<file path="config.mk">
export PLATFORM = sky130hd
export DESIGN_NAME = pipe_ctrl
export DESIGN_NICKNAME = d
export VERILOG_FILES = /design/src/rtl/pipe_ctrl_pkg.sv /design/src/rtl/pipe_ctrl.sv
export SDC_FILE = /design/constraint.sdc
export NUM_CORES = 1
export LEC_CHECK = 0
export CAP_MARGIN = 20
export CORE_ASPECT_RATIO = 1.5
export CORE_MARGIN = 10
export CORE_UTILIZATION = 30
export CTS_CLUSTER_DIAMETER = 40
export DETAILED_ROUTE_END_ITERATION = 6
export PLACE_DENSITY_LB_ADDON = 0.05
export SLEW_MARGIN = 15
export SYNTH_ARGS = -nofsm -noshare
export SYNTH_HDL_FRONTEND = slang
export SYNTH_SLANG_ARGS = --single-unit
</file>
<file path="constraint.sdc">
create_clock -name clk -period 2.2 [get_ports clk]
set_input_delay 0.55 -clock clk [delete_from_list [all_inputs] [get_ports clk]]
set_output_delay 0.55 -clock clk [all_outputs]
set_load 0.03 [all_outputs]
</file>
<file path="src/rtl/pipe_ctrl_pkg.sv">
// Shared pipeline-control constants: FSM state encoding, hold levels,
// CSR addresses and the instruction-address width.
package pipe_ctrl_pkg;

  localparam int INST_ADDR_WIDTH = 32;

  typedef enum logic [2:0] {
    ST_IDLE      = 3'd0,
    ST_DRAIN     = 3'd1,
    ST_W_MEPC    = 3'd2,
    ST_W_MSTATUS = 3'd3,
    ST_W_MCAUSE  = 3'd4,
    ST_VECTOR    = 3'd5
  } state_e;

  localparam logic [1:0] HOLD_NONE  = 2'b00;
  localparam logic [1:0] HOLD_PC    = 2'b01;
  localparam logic [1:0] HOLD_IF    = 2'b10;
  localparam logic [1:0] HOLD_ID    = 2'b11;

  localparam logic [11:0] ADDR_MEPC    = 12'h341;
  localparam logic [11:0] ADDR_MSTATUS = 12'h300;
  localparam logic [11:0] ADDR_MCAUSE  = 12'h342;

  localparam logic [31:0] IRQ_CAUSE_EXT = 32'h8000_000B;

endpackage

</file>
<file path="src/rtl/pipe_ctrl.sv">
// Pipeline control: redirect/stall arbitration in IDLE plus a machine-mode
// interrupt entry sequencer that drains EX, saves mepc/mstatus/mcause, then vectors.
module pipe_ctrl
  import pipe_ctrl_pkg::*;
#(
  parameter logic [31:0] IRQ_CAUSE   = IRQ_CAUSE_EXT,
  parameter logic [11:0] CSR_MEPC    = ADDR_MEPC,
  parameter logic [11:0] CSR_MSTATUS = ADDR_MSTATUS,
  parameter logic [11:0] CSR_MCAUSE  = ADDR_MCAUSE
) (
  input  logic                       clk,
  input  logic                       rst,
  input  logic                       jump_req_ex,
  input  logic [INST_ADDR_WIDTH-1:0] jump_addr_ex,
  input  logic                       mret_ex,
  input  logic                       hold_req_ex,
  input  logic                       hold_req_bus,
  input  logic                       irq,
  input  logic                       irq_en,
  input  logic [INST_ADDR_WIDTH-1:0] pc_id,
  input  logic [31:0]                mtvec_i,
  input  logic [31:0]                mepc_i,
  input  logic [31:0]                mstatus_i,
  output logic                       jump_o,
  output logic [INST_ADDR_WIDTH-1:0] jump_addr_o,
  output logic [1:0]                 hold_o,
  output logic                       flush_o,
  output logic                       csr_we_o,
  output logic [11:0]                csr_waddr_o,
  output logic [31:0]                csr_wdata_o
);

  state_e                     state;
  logic [INST_ADDR_WIDTH-1:0] epc;
  logic                       irq_take;

  logic                       jump_c;
  logic [INST_ADDR_WIDTH-1:0] jump_addr_c;
  logic [1:0]                 hold_c;
  logic                       flush_c;
  logic                       csr_we_c;
  logic [11:0]                csr_waddr_c;
  logic [31:0]                csr_wdata_c;

  // Only the vector base is used; the mtvec mode bits are deliberately dropped.
  logic unused_mtvec_mode;
  assign unused_mtvec_mode = ^mtvec_i[1:0];

  // Trap entry: MPIE takes the old MIE, MIE is cleared.
  function automatic logic [31:0] mstatus_on_trap(input logic [31:0] ms);
    logic [31:0] r;
    r    = ms;
    r[7] = ms[3];
    r[3] = 1'b0;
    return r;
  endfunction

  function automatic logic [INST_ADDR_WIDTH-1:0] vector_base(input logic [31:0] tvec);
    logic [31:0] base;
    base = {tvec[31:2], 2'b00};
    return base[INST_ADDR_WIDTH-1:0];
  endfunction

  // MRET outranks interrupt acceptance; a same-cycle jump only redirects the saved epc.
  assign irq_take = irq && irq_en && !mret_ex;

  always_ff @(posedge clk or posedge rst) begin
    if (rst) begin
      state <= ST_IDLE;
      epc   <= '0;
    end else begin
      case (state)
        ST_IDLE: begin
          if (irq_take) begin
            epc   <= jump_req_ex ? jump_addr_ex : pc_id;
            state <= ST_DRAIN;
          end
        end
        ST_DRAIN: begin
          if (!hold_req_ex) state <= ST_W_MEPC;
        end
        ST_W_MEPC:    state <= ST_W_MSTATUS;
        ST_W_MSTATUS: state <= ST_W_MCAUSE;
        ST_W_MCAUSE:  state <= ST_VECTOR;
        ST_VECTOR:    state <= ST_IDLE;
        default:      state <= ST_IDLE;
      endcase
    end
  end

  always_comb begin
    jump_c      = 1'b0;
    jump_addr_c = '0;
    hold_c      = HOLD_NONE;
    flush_c     = 1'b0;
    csr_we_c    = 1'b0;
    csr_waddr_c = '0;
    csr_wdata_c = '0;
    case (state)
      ST_IDLE: begin
        if (jump_req_ex) begin
          jump_c      = 1'b1;
          jump_addr_c = jump_addr_ex;
          flush_c     = 1'b1;
        end else if (mret_ex) begin
          jump_c      = 1'b1;
          jump_addr_c = mepc_i[INST_ADDR_WIDTH-1:0];
          flush_c     = 1'b1;
        end else if (hold_req_ex) begin
          hold_c = HOLD_ID;
        end else if (hold_req_bus) begin
          hold_c = HOLD_IF;
        end
      end
      ST_DRAIN: begin
        hold_c  = HOLD_ID;
        flush_c = 1'b1;
      end
      ST_W_MEPC: begin
        hold_c      = HOLD_ID;
        csr_we_c    = 1'b1;
        csr_waddr_c = CSR_MEPC;
        csr_wdata_c = 32'(epc);
      end
      ST_W_MSTATUS: begin
        hold_c      = HOLD_ID;
        csr_we_c    = 1'b1;
        csr_waddr_c = CSR_MSTATUS;
        csr_wdata_c = mstatus_on_trap(mstatus_i);
      end
      ST_W_MCAUSE: begin
        hold_c      = HOLD_ID;
        csr_we_c    = 1'b1;
        csr_waddr_c = CSR_MCAUSE;
        csr_wdata_c = IRQ_CAUSE;
      end
      ST_VECTOR: begin
        jump_c      = 1'b1;
        jump_addr_c = vector_base(mtvec_i);
        flush_c     = 1'b1;
      end
      default: begin
        hold_c = HOLD_NONE;
      end
    endcase
  end

  // Outputs are forced quiet while reset is held, regardless of live EX requests.
  always_comb begin
    jump_o      = rst ? 1'b0 : jump_c;
    jump_addr_o = rst ? '0   : jump_addr_c;
    hold_o      = rst ? HOLD_NONE : hold_c;
    flush_o     = rst ? 1'b0 : flush_c;
    csr_we_o    = rst ? 1'b0 : csr_we_c;
    csr_waddr_o = rst ? '0   : csr_waddr_c;
    csr_wdata_o = rst ? '0   : csr_wdata_c;
  end

endmodule

</file>
==> results.sh <==
export IMPL_rr_worst_depth=6
export IMPL_synth_top_area_share_pct=28.76
export IMPL_gr_total_overflow=0
export IMPL_die_height_um=143.4
export IMPL_setup_ws_ns=-0.2254
export IMPL_layout_min_cycle_time_ns=2.425
export IMPL_wirelength_um=16300
export IMPL_skew_ns=0.003920
export IMPL_setup_tns_final_ns=-12.50
export IMPL_netlist_area_um2=3045
export IMPL_tritoncts="yes"
export IMPL_die_w_um=102.3
export IMPL_violations="negative setup slack"
export IMPL_fillers=750
export IMPL_ios=249
export IMPL_grt_start_max_net_pins=36
export IMPL_hold_viol_final=0
export IMPL_final_common_cell="clkdlybuf4s50_1"
export IMPL_synth_area_leaders="dfrtp_1 (29%), mux2_2 (21%), a22oi_1 (14%), o2bb2ai_1 (8.6%), nor2_1 (3.7%)"
export IMPL_place_area_um2=5822
export IMPL_min_period_over_period_pct=110.2
export IMPL_use_met1_pct=20.45
export IMPL_num_vias=3661
export IMPL_cp_start_kind="flip-flop"
export IMPL_grt_total_usage_pct=20.89
export IMPL_grt_pass1_vias=4044
export IMPL_dieArea_um2=14660
export IMPL_path_max_fanout=8
export IMPL_maxCapViolCount=0
export IMPL_fmax_mhz=412.3
export IMPL_syn_area_per_cell_um2=9.637
export IMPL_layout_drive_gt1_share_pct=49.13
export IMPL_clock_sinks=35
export IMPL_clockRootBuffer="clkbuf_16"
export IMPL_crit_required_ns=1.65
export IMPL_status="finished with violations"
export IMPL_routabilityCongestion=0.7494
export IMPL_power_density_nw_per_um2=838.9
export IMPL_synth_seq_area_share_pct=28.76
export IMPL_rows=45
export IMPL_core_area_um2=10020
export IMPL_antenna_left=0
export IMPL_worstSetupPathType="reg2out"
export IMPL_grtUsageMet3_pct=7.352
export IMPL_place_ws_ns=-0.5590
export IMPL_cts_htree_levels=2
export IMPL_met2_usage_pct=39.37
export IMPL_synth_seq_cells=35
export IMPL_ctsLongestPathBuffers=2
export IMPL_antenna_found_initial=1
export IMPL_whs_endpoint="epc[18]"
export IMPL_ys_warn_count=0
export IMPL_grt_busiest_layer="met2"
export IMPL_path_clk_slew_ns=0.05
export IMPL_synthCells=316
export IMPL_r2r_end="epc[20]"
export IMPL_arrival_ns=1.88
export IMPL_grt_pass1_wl_um=23380
export IMPL_post_drt_wl_per_cell_um=23.55
export IMPL_clk_latency_ns=0.28
export IMPL_drt_iter0_drc=81
export IMPL_hold_buffers=0
export IMPL_drc=0
export IMPL_slew_violations=0
export IMPL_start_util_pct=30.39
export IMPL_mostFrequentLayoutCells="clkdlybuf4s50_1 (161), buf_6 (60), mux2_2 (57)"
export IMPL_dp_cells=659
export IMPL_rr_startpoint="state[1]"
export IMPL_min_from="epc[18]"
export IMPL_finalNonFillerCells=692
export IMPL_power_leakage_nw=2.714
export IMPL_min_path_type="reg2reg"
export IMPL_nets=743
export IMPL_portBuffers=238
export IMPL_finish_instance_area_um2=7236
export IMPL_ir_drop_mv=0.7983
export IMPL_synth_cell_types=32
export IMPL_viasPerCell=5.290
export IMPL_dpl_hpwl_um=11600
export IMPL_syn_to_final_growth_pct=137.6
export IMPL_cp_end_kind="output port"
export IMPL_synth_top_area_cell="dfrtp_1"
export IMPL_setup_viol=65
export IMPL_drtPass1Iterations=5
export IMPL_rsz0062_at_grt="yes"
export IMPL_worstHoldPathCells=1
export IMPL_rrSetupSlack_ns=0.26
export IMPL_cts_buffers_inserted=5
kinds of logic after synthesis:
kind of cell / after synthesis / synth area share [%]
AOI/OAI and AO/OA: 109 / 26.95
DFF: 35 / 28.76
buffers and inverters: 50 / 11.13
other: 1 / 0.1231
and+or+nand+nor: 56 / 8.998
muxes: 65 / 24.03
how the worst max path moves through the flow:
stage                  start              end  slack [ns]
finish              state[1]  jump_addr_o[11]       -0.23
global route        state[0]           jump_o       -0.29
CTS                 state[2]  csr_wdata_o[24]       -0.22
detailed placement       rst  jump_addr_o[28]       -0.56
global placement         rst  jump_addr_o[28]       -0.55
floorplan                rst        hold_o[0]       -0.12
Yosys cell counts:
master	number
a211oi_1	2
a21o_1	1
a21oi_1	9
a22oi_1	58
a31oi_1	1
and3b_1	2
and4_1	1
buf_2	10
buf_4	12
buf_6	8
buf_8	3
clkbuf_1	10
conb_1	1
dfrtp_1	35
inv_1	7
mux2_1	8
mux2_2	57
nand2_1	10
nand2b_1	2
nor2_1	30
nor2b_1	2
nor3_1	4
nor3_2	1
nor3b_1	1
nor3b_4	1
o21a_1	1
o21ai_0	5
o21bai_1	1
o2bb2ai_1	30
o32ai_1	1
or3b_1	1
or4_1	1
routing by layer:
metal	routed length, um	up-vias
met5	0	-
met4	285	0
met3	1321	14
met2	9217	148
met1	5474	1792
li1	-	1707
cell type report:
cell class / instances / area [um^2] / share of cell area (%)
antenna: 1 / 2.502 / 0.03458
clock buffer: 6 / 128.9 / 1.781
inverter: 7 / 37.54 / 0.5188
multi-input combinational: 237 / 2763 / 38.18
sequential: 35 / 875.8 / 12.10
tap: 117 / 146.4 / 2.023
timing repair buffer: 289 / 3282 / 45.36
power breakdown:
part           leakage, nW  internal (mW)  switching, mW
combinational         2.23           2.09           2.15
sequential           0.424          0.968          0.196
clock               0.0628          0.407          0.256
registers in the layout, summed over array words and instances, names as in the netlist:
register / flops
state: 3
epc: 32
worst max-delay path, stage by stage, from the launching register on:
cell	delay, ns
dfrtp_1	0.41
or4_4	0.68
buf_16	0.22
o2bb2ai_4	0.12
buf_6	0.14
through the flow:
step           power [mW]  util [%]  hold slack, ns
4_1_cts             5.671     69.01          0.4878
3_3_place_gp        4.261     58.09          0.4716
3_5_place_dp        4.313     58.09          0.4758
5_1_grt             6.377     72.20          0.4971
2_1_floorplan       3.150         -          0.4541
6_report            6.070     72.20          0.4833
timing repair:
item | CTS | global route
resized for setup | 128 | 45
pin swaps | 32 | 18
hold endpoints to repair | 0 | 0
setup buffers | 10 | 6
setup endpoints to repair | 70 | 69
cloned | 6 | 4
No activity file was read; power rests on OpenSTA's default activity.
